==> src/rtl/sc_lifeloss_ctrl_pkg.sv <==
// Shared types and defaults for the life-loss controller: FSM state encoding,
// lives bus width and default tick budgets.
package sc_lifeloss_ctrl_pkg;

  localparam int LIVES_W          = 4;
  localparam int TICK_W_DEF       = 8;
  localparam int DEATH_TICKS_DEF  = 30;
  localparam int INVULN_TICKS_DEF = 60;

  typedef enum logic [2:0] {
    PLAY       = 3'd0,
    HIT        = 3'd1,
    DYING      = 3'd2,
    RESPAWN_ST = 3'd3,
    INVULN     = 3'd4,
    GAMEOVER   = 3'd5
  } sc_state_e;

  // The tick counter only advances in the two timed phases.
  function automatic logic is_counting(input sc_state_e s);
    return (s == DYING) || (s == INVULN);
  endfunction

endpackage

==> src/rtl/sc_lifeloss_tickcnt.sv <==
// Loadable frame-tick down-counter; LAST flags the tick that consumes the final count.
module sc_lifeloss_tickcnt #(
  parameter int TICK_W = 8
) (
  input  logic              SC_TICKCNT_CLOCK_50,
  input  logic              SC_TICKCNT_RESET_InLow,
  input  logic              SC_TICKCNT_LOAD,
  input  logic [TICK_W-1:0] SC_TICKCNT_LOAD_InBUS,
  input  logic              SC_TICKCNT_EN,
  output logic [TICK_W-1:0] SC_TICKCNT_VALUE,
  output logic              SC_TICKCNT_LAST
);

  always_ff @(posedge SC_TICKCNT_CLOCK_50 or negedge SC_TICKCNT_RESET_InLow) begin
    if (!SC_TICKCNT_RESET_InLow) begin
      SC_TICKCNT_VALUE <= '0;
    end else if (SC_TICKCNT_LOAD) begin
      SC_TICKCNT_VALUE <= SC_TICKCNT_LOAD_InBUS;
    end else if (SC_TICKCNT_EN) begin
      SC_TICKCNT_VALUE <= SC_TICKCNT_VALUE - 1'b1;
    end
  end

  assign SC_TICKCNT_LAST = SC_TICKCNT_EN && (SC_TICKCNT_VALUE == TICK_W'(1));

endmodule

==> src/rtl/sc_lifeloss_ctrl.sv <==
// Life-loss controller: one CUENTA pulse per death, then death animation, respawn,
// invulnerability, or sticky game-over. Define SC_LIFELOSS_COLLISION_SYNC_EN to synchronise the hazard inputs.
module sc_lifeloss_ctrl
  import sc_lifeloss_ctrl_pkg::*;
#(
  parameter int                 TICK_W       = TICK_W_DEF,
  parameter logic [TICK_W-1:0]  DEATH_TICKS  = TICK_W'(DEATH_TICKS_DEF),
  parameter logic [TICK_W-1:0]  INVULN_TICKS = TICK_W'(INVULN_TICKS_DEF)
) (
  input  logic               SC_LIFELOSS_CLOCK_50,
  input  logic               SC_LIFELOSS_RESET_InLow,
  input  logic               SC_LIFELOSS_TICK,
  input  logic               SC_LIFELOSS_COLLISION,
  input  logic               SC_LIFELOSS_TIMEOUT,
  input  logic [LIVES_W-1:0] SC_LIFELOSS_LIVES_InBUS,
  output logic               SC_LIFELOSS_CUENTA,
  output logic               SC_LIFELOSS_RESPAWN,
  output logic               SC_LIFELOSS_DYING,
  output logic               SC_LIFELOSS_INVULNERABLE,
  output logic               SC_LIFELOSS_GAMEOVER,
  output logic [2:0]         SC_LIFELOSS_STATE_DBG
);

  sc_state_e         state;
  logic              hazard_evt;
  logic              cnt_load;
  logic [TICK_W-1:0] cnt_load_val;
  logic              cnt_en;
  logic [TICK_W-1:0] cnt_value;
  logic              cnt_last;
  logic              lives_zero;

`ifdef SC_LIFELOSS_COLLISION_SYNC_EN
  logic [1:0] collision_sync;
  logic [1:0] timeout_sync;

  always_ff @(posedge SC_LIFELOSS_CLOCK_50 or negedge SC_LIFELOSS_RESET_InLow) begin
    if (!SC_LIFELOSS_RESET_InLow) begin
      collision_sync <= 2'b00;
      timeout_sync   <= 2'b00;
    end else begin
      collision_sync <= {collision_sync[0], SC_LIFELOSS_COLLISION};
      timeout_sync   <= {timeout_sync[0], SC_LIFELOSS_TIMEOUT};
    end
  end

  assign hazard_evt = collision_sync[1] | timeout_sync[1];
`else
  assign hazard_evt = SC_LIFELOSS_COLLISION | SC_LIFELOSS_TIMEOUT;
`endif

  assign lives_zero = (SC_LIFELOSS_LIVES_InBUS == '0);

  // Loads happen in the one-cycle states, so a tick landing there is never counted.
  assign cnt_load     = (state == HIT) || ((state == RESPAWN_ST) && (INVULN_TICKS != '0));
  assign cnt_load_val = (state == HIT) ? DEATH_TICKS : INVULN_TICKS;
  assign cnt_en       = SC_LIFELOSS_TICK && is_counting(state);

  sc_lifeloss_tickcnt #(
    .TICK_W (TICK_W)
  ) u_tickcnt (
    .SC_TICKCNT_CLOCK_50    (SC_LIFELOSS_CLOCK_50),
    .SC_TICKCNT_RESET_InLow (SC_LIFELOSS_RESET_InLow),
    .SC_TICKCNT_LOAD        (cnt_load),
    .SC_TICKCNT_LOAD_InBUS  (cnt_load_val),
    .SC_TICKCNT_EN          (cnt_en),
    .SC_TICKCNT_VALUE       (cnt_value),
    .SC_TICKCNT_LAST        (cnt_last)
  );

  always_ff @(posedge SC_LIFELOSS_CLOCK_50 or negedge SC_LIFELOSS_RESET_InLow) begin
    if (!SC_LIFELOSS_RESET_InLow) begin
      state                    <= PLAY;
      SC_LIFELOSS_CUENTA       <= 1'b0;
      SC_LIFELOSS_RESPAWN      <= 1'b0;
      SC_LIFELOSS_DYING        <= 1'b0;
      SC_LIFELOSS_INVULNERABLE <= 1'b0;
      SC_LIFELOSS_GAMEOVER     <= 1'b0;
    end else begin
      SC_LIFELOSS_CUENTA  <= 1'b0;
      SC_LIFELOSS_RESPAWN <= 1'b0;
      case (state)
        PLAY: begin
          if (hazard_evt) begin
            // With no lives left the counter must not be decremented (0 would wrap to 15).
            if (!lives_zero) begin
              state              <= HIT;
              SC_LIFELOSS_CUENTA <= 1'b1;
            end else begin
              state                <= GAMEOVER;
              SC_LIFELOSS_GAMEOVER <= 1'b1;
            end
          end
        end
        HIT: begin
          state             <= DYING;
          SC_LIFELOSS_DYING <= 1'b1;
        end
        DYING: begin
          if (cnt_last) begin
            SC_LIFELOSS_DYING <= 1'b0;
            if (lives_zero) begin
              state                <= GAMEOVER;
              SC_LIFELOSS_GAMEOVER <= 1'b1;
            end else begin
              state               <= RESPAWN_ST;
              SC_LIFELOSS_RESPAWN <= 1'b1;
            end
          end
        end
        RESPAWN_ST: begin
          if (INVULN_TICKS != '0) begin
            state                    <= INVULN;
            SC_LIFELOSS_INVULNERABLE <= 1'b1;
          end else begin
            state <= PLAY;
          end
        end
        INVULN: begin
          if (cnt_last) begin
            state                    <= PLAY;
            SC_LIFELOSS_INVULNERABLE <= 1'b0;
          end
        end
        GAMEOVER: begin
          SC_LIFELOSS_GAMEOVER <= 1'b1;
        end
        default: begin
          state                    <= PLAY;
          SC_LIFELOSS_DYING        <= 1'b0;
          SC_LIFELOSS_INVULNERABLE <= 1'b0;
          SC_LIFELOSS_GAMEOVER     <= 1'b0;
        end
      endcase
    end
  end

  assign SC_LIFELOSS_STATE_DBG = state;

endmodule
==> config.mk <==
export PLATFORM = sky130hd
export DESIGN_NAME = sc_lifeloss_ctrl
export DESIGN_NICKNAME = d
export VERILOG_FILES = /design/src/rtl/sc_lifeloss_ctrl_pkg.sv /design/src/rtl/sc_lifeloss_tickcnt.sv /design/src/rtl/sc_lifeloss_ctrl.sv
export SDC_FILE = /design/constraint.sdc
export NUM_CORES = 1
export LEC_CHECK = 0
export BUFFER_PORTS_ARGS = -buffer_cell sky130_fd_sc_hd__buf_2
export CAP_MARGIN = 20
export CORE_MARGIN = 4
export CORE_UTILIZATION = 45
export DETAILED_ROUTE_END_ITERATION = 12
export PLACE_DENSITY = 0.68
export SETUP_SLACK_MARGIN = 0.15
export SYNTH_ARGS = -nofsm -noshare
export SYNTH_HDL_FRONTEND = slang
export SYNTH_SLANG_ARGS = --single-unit
==> constraint.sdc <==
create_clock -name SC_LIFELOSS_CLOCK_50 -period 1.5 [get_ports SC_LIFELOSS_CLOCK_50]
set_input_delay 0.225 -clock SC_LIFELOSS_CLOCK_50 [delete_from_list [all_inputs] [get_ports SC_LIFELOSS_CLOCK_50]]
set_output_delay 0.225 -clock SC_LIFELOSS_CLOCK_50 [all_outputs]
set_load 0.005 [all_outputs]
==> results.json, run 1 <==
{
  "outcome": "finished with violations",
  "violations": "negative setup slack",
  "synth.ff_latch_count": 16,
  "syn_nets": 124,
  "worstSetupEndpointType": "register",
  "yosys_warnings": 0,
  "max_freq_ghz": 0.6249,
  "internal_power_mw": 1.475,
  "p_seq_share_pct": 28.7,
  "die_x_um": 56.47,
  "root_buffer": "clkbuf_4",
  "h-tree-depth": 1,
  "netlist_area_sq_mm": 0.001057,
  "synth_area_leader_cell": "dfrtp_1",
  "grt_pass1_vias": 972,
  "cp.required_ns": 1.68,
  "max_stage_delay_ns": 0.41,
  "grtUsageMet1_pct": 23.80,
  "wl_um": 2792,
  "synth_edf_count": 0,
  "grtUsageTotal_pct": 18.06,
  "cp_slowest_cell": "dfrtp_1",
  "dieArea_sq_mm": 0.003189,
  "peakVddDrop_mv": 1.027,
  "worstPathMaxFanout": 4,
  "hold_path.class": "input port to register",
  "clock_power_share_pct": 9.1,
  "critPathKind": "register to register",
  "use_met3_pct": 2.759,
  "core_sq_mm": 0.002233,
  "n_antenna_cell": 0,
  "dr_total_vias": 998,
  "setup_ws_ns": -0.1003,
  "crit_family": "simple AND/OR/NAND/NOR gates",
  "synthToLayoutAreaGrowth_pct": 29.70,
  "setup_viol": 6,
  "clkLatencyLatePin_ns": 0.29,
  "antenna_found_initial": 0,
  "layout_commonest_cell": "buf_4",
  "clkTransAtPathRegs_ns": 0.10,
  "post-route-period-util_pct": 106.7,
  "finClkSkew_ns": 0.003832,
  "grt_overflow": 0,
  "final_cell_mix": "19 x buf_4, 16 x buf_2, 14 x dfrtp_1",
  "gp_congestion": 0.7936,
  "slew_violations": 0,
  "utilization_pct": 61.40,
  "drt-initial-drc-count": 47,
  "r2r_slack_ns": -0.10,
  "clkSinkCount": 16,
  "final_area_sq_mm": 0.001371,
  "rows": 17,
  "tightest_slew_ns": 0.3740,
  "grt_setup_unrepaired": "yes",
  "io_buffers": 16,
  "power_switching_mw": 1.098,
  "path_buf_inv": 1,
  "finalHoldViolations": 0,
  "cts_made_buffers": 3,
  "fin_setup_tns_ns": -0.2537,
  "swShare_pct": 42.67,
  "ys_seq_area_share_pct": 37.87,
  "place_area_sq_mm": 0.001215,
  "grt_pass1_wl_um": 4574,
  "fin_nets": 157,
  "fp.dieH_um": 56.47,
  "synth_cells": 113,
  "grt_max_degree": 18,
  "cts_buffer_depth": 2,
  "p_comb_share_pct": 62.2,
  "synth.distinct_cells": 47,
  "p_leak_nw": 0.5837,
  "syn-mean-instance-area_sq_um": 9.356,
  "post_drt_wl_per_cell_um": 16.23,
  "powerDensity_mw_per_mm2": 1876,
  "tritoncts": "yes",
  "viasPerCell": 5.802,
  "ant_nets": 0,
  "route.detailed.drc": 0,
  "synth_ff_type": "dfrtp_1",
  "synth_area_leaders": "dfrtp_1 38%, buf_6 4.3%, a21oi_1 3.3%",
  "busiest_layer": "met2",
  "drv_cap": 0,
  "worstPathCellList": "inv_2 > ha_4 > nor4b_4 > nand4b_1 > a31oi_1 > a211oi_2",
  "drive_gt1_share_pct": 40.97,
  "dp_hpwl_um": 1919,
  "first_pass_iters": 4,
  "initial_core_util_pct": 47.34,
  "crit_path_start_kind": "register",
  "met2_usage_pct": 29.21,
  "cp.arrival_ns": 1.78,
  "netlist.area_leader.share_pct": 37.87,
  "period_needed_ns": 1.600,
  "io_pins": 17,
  "slew_headroom_pct": 75.06,
  "synthArstFlopShare_pct": 100.0
}
## power by group through the flow
stage / combinational [mW] / sequential (mW) / clock (mW)
detailed placement: 1.33 / 0.732 / 0
floorplan: 0.981 / 0.683 / 0
global placement: 1.28 / 0.728 / 0
finish: 1.60 / 0.737 / 0.235
CTS: 1.48 / 0.728 / 0.240
global route: 1.74 / 0.761 / 0.264
## synth_stat cells (all sizes together) (2+ instances only)
cell type  count
nor2           8
xor2           3
a21oi          7
nand2          9
inv            5
nand4          2
a32oi          2
or3            3
nor3           6
ha             2
buf            8
nand3          2
a211oi         2
o21a           2
dfrtp         16
nor2b          3
nor3b          2
o21ai          7
## what timing repair did
item	CTS	global route
hold endpoints to repair	16	0
hold buffers	1	0
endpoints found under the setup margin	15	17
pin swaps	4	6
resized for setup	7	10
setup buffers	5	3
## cell type report
| cell class | instances | area [sq um] |
|---|---|---|
| Clock buffer | 3 | 22.52 |
| Fill cell | 195 | 862.1 |
| Inverter | 5 | 22.52 |
| Multi-Input combinational cell | 83 | 635.6 |
| Sequential cell | 16 | 402.9 |
| Tap cell | 28 | 35.03 |
| Timing Repair Buffer | 37 | 252.7 |
## flip-flops by register name, summed over array words and instances, names as in the netlist
register / count
u_tickcnt.SC_TICKCNT_VALUE: 8
SC_LIFELOSS_STATE_DBG: 3
SC_LIFELOSS_CUENTA: 1
SC_LIFELOSS_DYING: 1
SC_LIFELOSS_GAMEOVER: 1
SC_LIFELOSS_INVULNERABLE: 1
SC_LIFELOSS_RESPAWN: 1
## routing by layer
layer	vias to the layer above	routed length [um]	part of all wire, %
met4	0	53	1.9
met5	-	0	0
met3	6	116	4.2
li1	477	-	-
met1	488	1209	43
met2	27	1413	51
## path summary, 6_finish.rpt
| path | start | endpoint | cells after the start |
|---|---|---|---|
| max in group asynchronous | SC_LIFELOSS_RESET_InLow | SC_LIFELOSS_STATE_DBG[2] | 2 |
| hold / removal | SC_LIFELOSS_COLLISION | SC_LIFELOSS_CUENTA | 3 |
| hold reg to reg | SC_LIFELOSS_INVULNERABLE | SC_LIFELOSS_INVULNERABLE | 1 |
| min in group asynchronous | SC_LIFELOSS_RESET_InLow | SC_LIFELOSS_RESPAWN | 2 |
| setup / recovery | u_tickcnt.SC_TICKCNT_VALUE[1] | SC_LIFELOSS_GAMEOVER | 6 |
| setup reg to reg | u_tickcnt.SC_TICKCNT_VALUE[1] | SC_LIFELOSS_GAMEOVER | 6 |
## worst reg2reg max path, stage by stage (launching register included)
cell and delay [ns]:
dfrtp_1 0.41, inv_2 0.11, ha_4 0.13, nor4b_4 0.20
nand4b_1 0.26, a31oi_1 0.29, a211oi_2 0.09
## logic make-up after synthesis
group           Yosys count  synth area share [%]
simple gates             43                 24.14
compound gates           33                 21.66
flops                    16                 37.87
buf+inv                  14                 8.993
xor+xnor                  4                 4.025
fa+ha+maj                 2                 2.366
mux                       1                0.9468
## per-stage QoR
stage               power, mW  cells  hold WS [ns]  setup slack [ns]
floorplan               1.664    113      -0.07059           0.08535
global placement        2.013    160        0.1584          -0.04748
detailed placement      2.064    160        0.1656           -0.1131
CTS                     2.446    169        0.2809          -0.02965
global route            2.768    172        0.2894           -0.1774
finish                  2.573    172        0.2745           -0.1003
(Power assumes the default switching activity.)
==> run 2, diff against run 1 <==
--- a/config.mk
+++ b/config.mk
@@ -11,7 +11,6 @@
 export CORE_UTILIZATION = 45
 export DETAILED_ROUTE_END_ITERATION = 12
 export PLACE_DENSITY = 0.68
-export SETUP_SLACK_MARGIN = 0.15
 export SYNTH_ARGS = -nofsm -noshare
 export SYNTH_HDL_FRONTEND = slang
 export SYNTH_SLANG_ARGS = --single-unit
==> run 2 against run 1 <==
The run still ends with negative setup slack left. Register-to-register slack better by 0.04 ns. Sequential share of layout area is 0.44 points higher. Critical path depth stayed put. Global-route usage is 1.2 points lower.
==> results.json, run 2 (same netlist as run 1, synthesis figures left out) <==
{
  "cp_slowest_cell": "dfrtp_2",
  "crit_path_start_kind": "register",
  "slew_headroom_pct": 74.15,
  "drv_cap": 0,
  "layout_commonest_cell": "buf_4",
  "slew_violations": 0,
  "h-tree-depth": 1,
  "tritoncts": "yes",
  "outcome": "finished with violations",
  "grt_max_degree": 17,
  "swShare_pct": 42.09,
  "viasPerCell": 5.894,
  "ant_nets": 0,
  "clock_power_share_pct": 11.9,
  "dr_total_vias": 1002,
  "clkSinkCount": 16,
  "grtUsageTotal_pct": 16.85,
  "post_drt_wl_per_cell_um": 15.28,
  "p_leak_nw": 0.5726,
  "worstPathCellList": "inv_2 > ha_2 > nor3b_2 > a32oi_2 > or3_1 > a21oi_1",
  "dp_hpwl_um": 1755,
  "largest_reg_flops": 8,
  "period_needed_ns": 1.561,
  "max_stage_delay_ns": 0.45,
  "finClkSkew_ns": 0.007714,
  "io_buffers": 16,
  "io_pins": 17,
  "drive_gt1_share_pct": 41.55,
  "wl_um": 2597,
  "clkLatencyLatePin_ns": 0.29,
  "grt_setup_unrepaired": "yes",
  "max_freq_ghz": 0.6408,
  "p_comb_share_pct": 58.8,
  "finalHoldViolations": 0,
  "grt_pass1_wl_um": 4367,
  "final_cell_mix": "17 x buf_4, 16 x buf_2, 14 x dfrtp_1",
  "antenna_found_initial": 0,
  "clkTransAtPathRegs_ns": 0.10,
  "utilization_pct": 60.50,
  "grt_overflow": 0,
  "stdcell_count": 170,
  "root_buffer": "clkbuf_4",
  "core_sq_mm": 0.002233,
  "critPathKind": "register to register",
  "first_pass_iters": 5,
  "cp.required_ns": 1.73,
  "post-route-period-util_pct": 104.0,
  "gp_congestion": 0.8375,
  "crit_family": "simple AND/OR/NAND/NOR gates",
  "die_x_um": 56.47,
  "power_switching_mw": 1.043,
  "worstPathMaxFanout": 4,
  "p_seq_share_pct": 29.2,
  "cts_buffer_depth": 2,
  "grt_pass1_vias": 970,
  "n_antenna_cell": 0,
  "regMostFlops": "u_tickcnt.SC_TICKCNT_VALUE",
  "cp.arrival_ns": 1.79,
  "drt-initial-drc-count": 56,
  "dieArea_sq_mm": 0.003189,
  "worstSetupEndpointType": "register",
  "peakVddDrop_mv": 1.275,
  "hold_path.class": "input port to register",
  "rows": 17,
  "tightest_slew_ns": 0.3877,
  "setup_ws_ns": -0.06057,
  "violations": "negative setup slack",
  "fin_nets": 154,
  "fp.dieH_um": 56.47,
  "synthToLayoutAreaGrowth_pct": 27.81,
  "path_buf_inv": 1,
  "setup_viol": 6,
  "initial_core_util_pct": 47.34,
  "cts_made_buffers": 3,
  "placed_cells": 161,
  "powerDensity_mw_per_mm2": 1833,
  "internal_power_mw": 1.435,
  "route.detailed.drc": 0
}
-- run 2: final cells by class --
class / instances / area [sq um]
inverter: 5 / 18.77
fill: 189 / 882.1
clock buffer: 4 / 36.28
sequential: 16 / 402.9
tap: 28 / 35.03
timing repair buffer: 34 / 217.7
multi-input combinational: 83 / 640.6
-- run 2: what timing repair did --
action                     4_1_cts  5_1_grt
hold endpoints to repair        16        0
hold buffers                     1        0
setup buffers                    4        0
resized for setup               11        8
setup endpoints to repair        7       12
pin swaps                        8        3
-- run 2: path summary, 6_finish.rpt --
path                                                    start  cells after the start                             to  slack, ns
worst max-delay path            u_tickcnt.SC_TICKCNT_VALUE[0]                      6  u_tickcnt.SC_TICKCNT_VALUE[6]      -0.06
max in group asynchronous             SC_LIFELOSS_RESET_InLow                      2       SC_LIFELOSS_STATE_DBG[2]       0.82
min in group asynchronous             SC_LIFELOSS_RESET_InLow                      2  u_tickcnt.SC_TICKCNT_VALUE[7]       0.37
worst min register to register       SC_LIFELOSS_INVULNERABLE                      1       SC_LIFELOSS_INVULNERABLE       0.52
worst max register to register  u_tickcnt.SC_TICKCNT_VALUE[0]                      6  u_tickcnt.SC_TICKCNT_VALUE[6]      -0.06
worst min-delay path                    SC_LIFELOSS_COLLISION                      3             SC_LIFELOSS_CUENTA       0.26
-- run 2: layer usage --
metal  global-route usage [%]  vias to the layer above  wire [um]  part of all wire (%)
li1                         -                      473          -                     -
met1                    23.04                      467       1167                    45
met2                    27.06                       56       1210                    47
met3                    3.908                        6        184                   7.1
met4                    3.390                        0         35                   1.3
met5                        0                        -          0                     0
-- run 2: through the flow --
step	power [mW]	setup slack [ns]	instance area (sq um)	hold slack (ns)	TNS, ns
finish	2.477	-0.06057	1351	0.2590	-0.1366
global route	2.687	-0.1689	1351	0.2979	-1.061
global placement	1.957	-0.02924	1194	0.1628	-0.03290
CTS	2.407	-0.02387	1316	0.2612	-0.06016
floorplan	1.642	0.03213	1057	-0.07059	0
detailed placement	1.980	-0.06782	1194	0.1686	-0.1709
-- run 2: power by group through the flow --
| stage | registers (mW) | logic (mW) | clock network (mW) |
|---|---|---|---|
| finish | 0.724 | 1.46 | 0.296 |
| global route | 0.745 | 1.62 | 0.324 |
| CTS | 0.712 | 1.39 | 0.302 |
| detailed placement | 0.709 | 1.27 | 0 |
| global placement | 0.705 | 1.25 | 0 |
| floorplan | 0.681 | 0.961 | 0 |
-- run 2: worst reg2reg max path, cell delays in order (launching register included) --
cell and delay [ns]:
dfrtp_2 0.45, inv_2 0.08, ha_2 0.19, nor3b_2 0.18
a32oi_2 0.11, or3_1 0.34, a21oi_1 0.15
==> run 3, diff against run 2 <==
--- a/config.mk
+++ b/config.mk
@@ -10,7 +10,7 @@
 export CORE_MARGIN = 4
 export CORE_UTILIZATION = 45
 export DETAILED_ROUTE_END_ITERATION = 12
-export PLACE_DENSITY = 0.68
+export PLACE_DENSITY = 0.72
 export SYNTH_ARGS = -nofsm -noshare
 export SYNTH_HDL_FRONTEND = slang
 export SYNTH_SLANG_ARGS = --single-unit
==> run 3 against run 2 <==
Register-to-register slack about the same. Non-clock buffer count is 5 higher. Largest cell class unchanged. Hold slack improved by 0.019 ns. The run still ends with negative setup slack left. Sequential power increased by 2%. Sequential share of layout area shrank 1.6 points. Combinational power increased by 16%. Clock skew is 0.0046 ns lower. Critical path type unchanged. Clock power shrank 24%.
==> results.json, run 3 (same netlist as run 1, synthesis figures left out) <==
{
  "rows": 17,
  "period_needed_ns": 1.571,
  "violations": "negative setup slack",
  "cp_slowest_cell": "dfrtp_1",
  "crit_path_start_kind": "register",
  "max_stage_delay_ns": 0.40,
  "root_buffer": "clkbuf_4",
  "post_drt_wl_per_cell_um": 16.82,
  "slew_violations": 0,
  "drt-initial-drc-count": 27,
  "regMostFlops": "u_tickcnt.SC_TICKCNT_VALUE",
  "synthToLayoutAreaGrowth_pct": 35.15,
  "ant_nets": 0,
  "clkSinkCount": 16,
  "internal_power_mw": 1.520,
  "cp.arrival_ns": 1.75,
  "n_antenna_cell": 0,
  "fillers": 198,
  "cts_buffer_depth": 2,
  "tightest_slew_ns": 0.3906,
  "clock_power_share_pct": 8.4,
  "stdcell_count": 174,
  "r2r_slack_ns": -0.07,
  "grtUsageTotal_pct": 18.23,
  "grt_setup_unrepaired": "yes",
  "setup_viol": 7,
  "h-tree-depth": 1,
  "holdWs_ns": 0.2781,
  "drive_gt1_share_pct": 44.52,
  "p_leak_nw": 0.6005,
  "utilization_pct": 63.98,
  "clkTransAtPathRegs_ns": 0.09,
  "path_buf_inv": 1,
  "final_cell_mix": "21 x buf_4, 16 x buf_2, 14 x dfrtp_1",
  "drv_cap": 0,
  "swShare_pct": 42.94,
  "p_seq_share_pct": 27.8,
  "place_area_sq_mm": 0.001224,
  "die_x_um": 56.47,
  "dieArea_sq_mm": 0.003189,
  "peakVddDrop_mv": 1.254,
  "first_pass_iters": 4,
  "grt_pass1_vias": 1047,
  "fin_nets": 159,
  "grt_max_degree": 17,
  "tritoncts": "yes",
  "ff_latch_area_sq_um": 402.9,
  "p_comb_share_pct": 63.8,
  "setup_ws_ns": -0.07099,
  "worstSetupEndpointType": "register",
  "dr_total_vias": 1008,
  "finClkSkew_ns": 0.003070,
  "powerDensity_mw_per_mm2": 1865,
  "multi_input_area_sq_um": 690.7,
  "clkLatencyLatePin_ns": 0.28,
  "grt_overflow": 0,
  "worstPathCellList": "inv_2 > ha_4 > nor4b_4 > and4b_2 > nor2_4 > a22o_1",
  "power_switching_mw": 1.144,
  "gp_congestion": 0.8959,
  "slew_headroom_pct": 73.96,
  "initial_core_util_pct": 47.34,
  "crit_family": "simple AND/OR/NAND/NOR gates",
  "max_freq_ghz": 0.6365,
  "viasPerCell": 5.793,
  "outcome": "finished with violations",
  "layout_commonest_cell": "buf_4",
  "finalHoldViolations": 0,
  "core_sq_mm": 0.002233,
  "route.detailed.drc": 0,
  "fp.dieH_um": 56.47,
  "place_worst_setup_slack_ns": -0.08719,
  "grt_pass1_wl_um": 4636,
  "cts_made_buffers": 3,
  "io_pins": 17,
  "hold_path.class": "input port to register",
  "worstPathMaxFanout": 3,
  "io_buffers": 16,
  "final_area_sq_mm": 0.001429,
  "wl_um": 2926,
  "dp_hpwl_um": 1925,
  "critPathKind": "register to register",
  "placed_cells": 165,
  "cp.required_ns": 1.68,
  "largest_reg_flops": 8,
  "post-route-period-util_pct": 104.7,
  "antenna_found_initial": 0
}
[run 3: changes by cell type in the layout (fill, tap and decap cells not counted), moves of 2 or more]
cell and delta:
o21ai_0 -2, o21ai_1 +2, buf_4 +4, a21oi_1 -2, a21oi_2 +2
[run 3: what timing repair did]
action | in CTS | in global routing
resized for setup | 7 | 23
endpoints found under the setup margin | 8 | 13
buffers inserted | 0 | 5
pin swaps | 6 | 10
hold buffers | 1 | 0
cloned | 0 | 0
hold endpoints to repair | 16 | 0
[run 3: through the flow]
| step | power (mW) | setup TNS [ns] |
|---|---|---|
| after floorplan | 1.642 | 0 |
| after global placement | 2.014 | -0.05609 |
| after detailed placement | 2.057 | -0.3274 |
| after CTS | 2.342 | -0.1752 |
| after global routing | 2.872 | -0.9743 |
| final | 2.664 | -0.2417 |
[run 3: layout make-up]
cell class	count	share of cell area [%]
flip-flops and latches	16	28.20
multi-input cells	83	48.34
well taps	28	2.452
clock buffers	3	1.576
inverters	5	1.313
repair buffers	39	18.13
[run 3: final timing paths]
path | startpoint | to | cells after the start
setup / recovery | u_tickcnt.SC_TICKCNT_VALUE[1] | SC_LIFELOSS_STATE_DBG[2] | 6
hold / removal | SC_LIFELOSS_COLLISION | SC_LIFELOSS_CUENTA | 3
setup reg to reg | u_tickcnt.SC_TICKCNT_VALUE[1] | SC_LIFELOSS_STATE_DBG[2] | 6
hold reg to reg | SC_LIFELOSS_INVULNERABLE | SC_LIFELOSS_INVULNERABLE | 1
max in group asynchronous | SC_LIFELOSS_RESET_InLow | u_tickcnt.SC_TICKCNT_VALUE[0] | 2
min in group asynchronous | SC_LIFELOSS_RESET_InLow | u_tickcnt.SC_TICKCNT_VALUE[2] | 2
[run 3: power by group through the flow]
stage	logic (mW)	clock network (mW)	registers [mW]
floorplan	0.961	0	0.681
global placement	1.30	0	0.710
detailed placement	1.34	0	0.714
CTS	1.39	0.239	0.714
global route	1.85	0.260	0.760
finish	1.70	0.224	0.740
[run 3: tightest hold or removal path: stages]
cell and delay (ns):
buf_2 0.08, nor2_1 0.06, nor3_1 0.14
[run 3: routing by layer]
metal  wire [um]  track usage, %  part of all wire, %
met3         129           4.368                  4.4
met4          59           6.780                  2.0
met2        1489           30.20                   51
met5           0               0                    0
met1        1248           22.76                   43
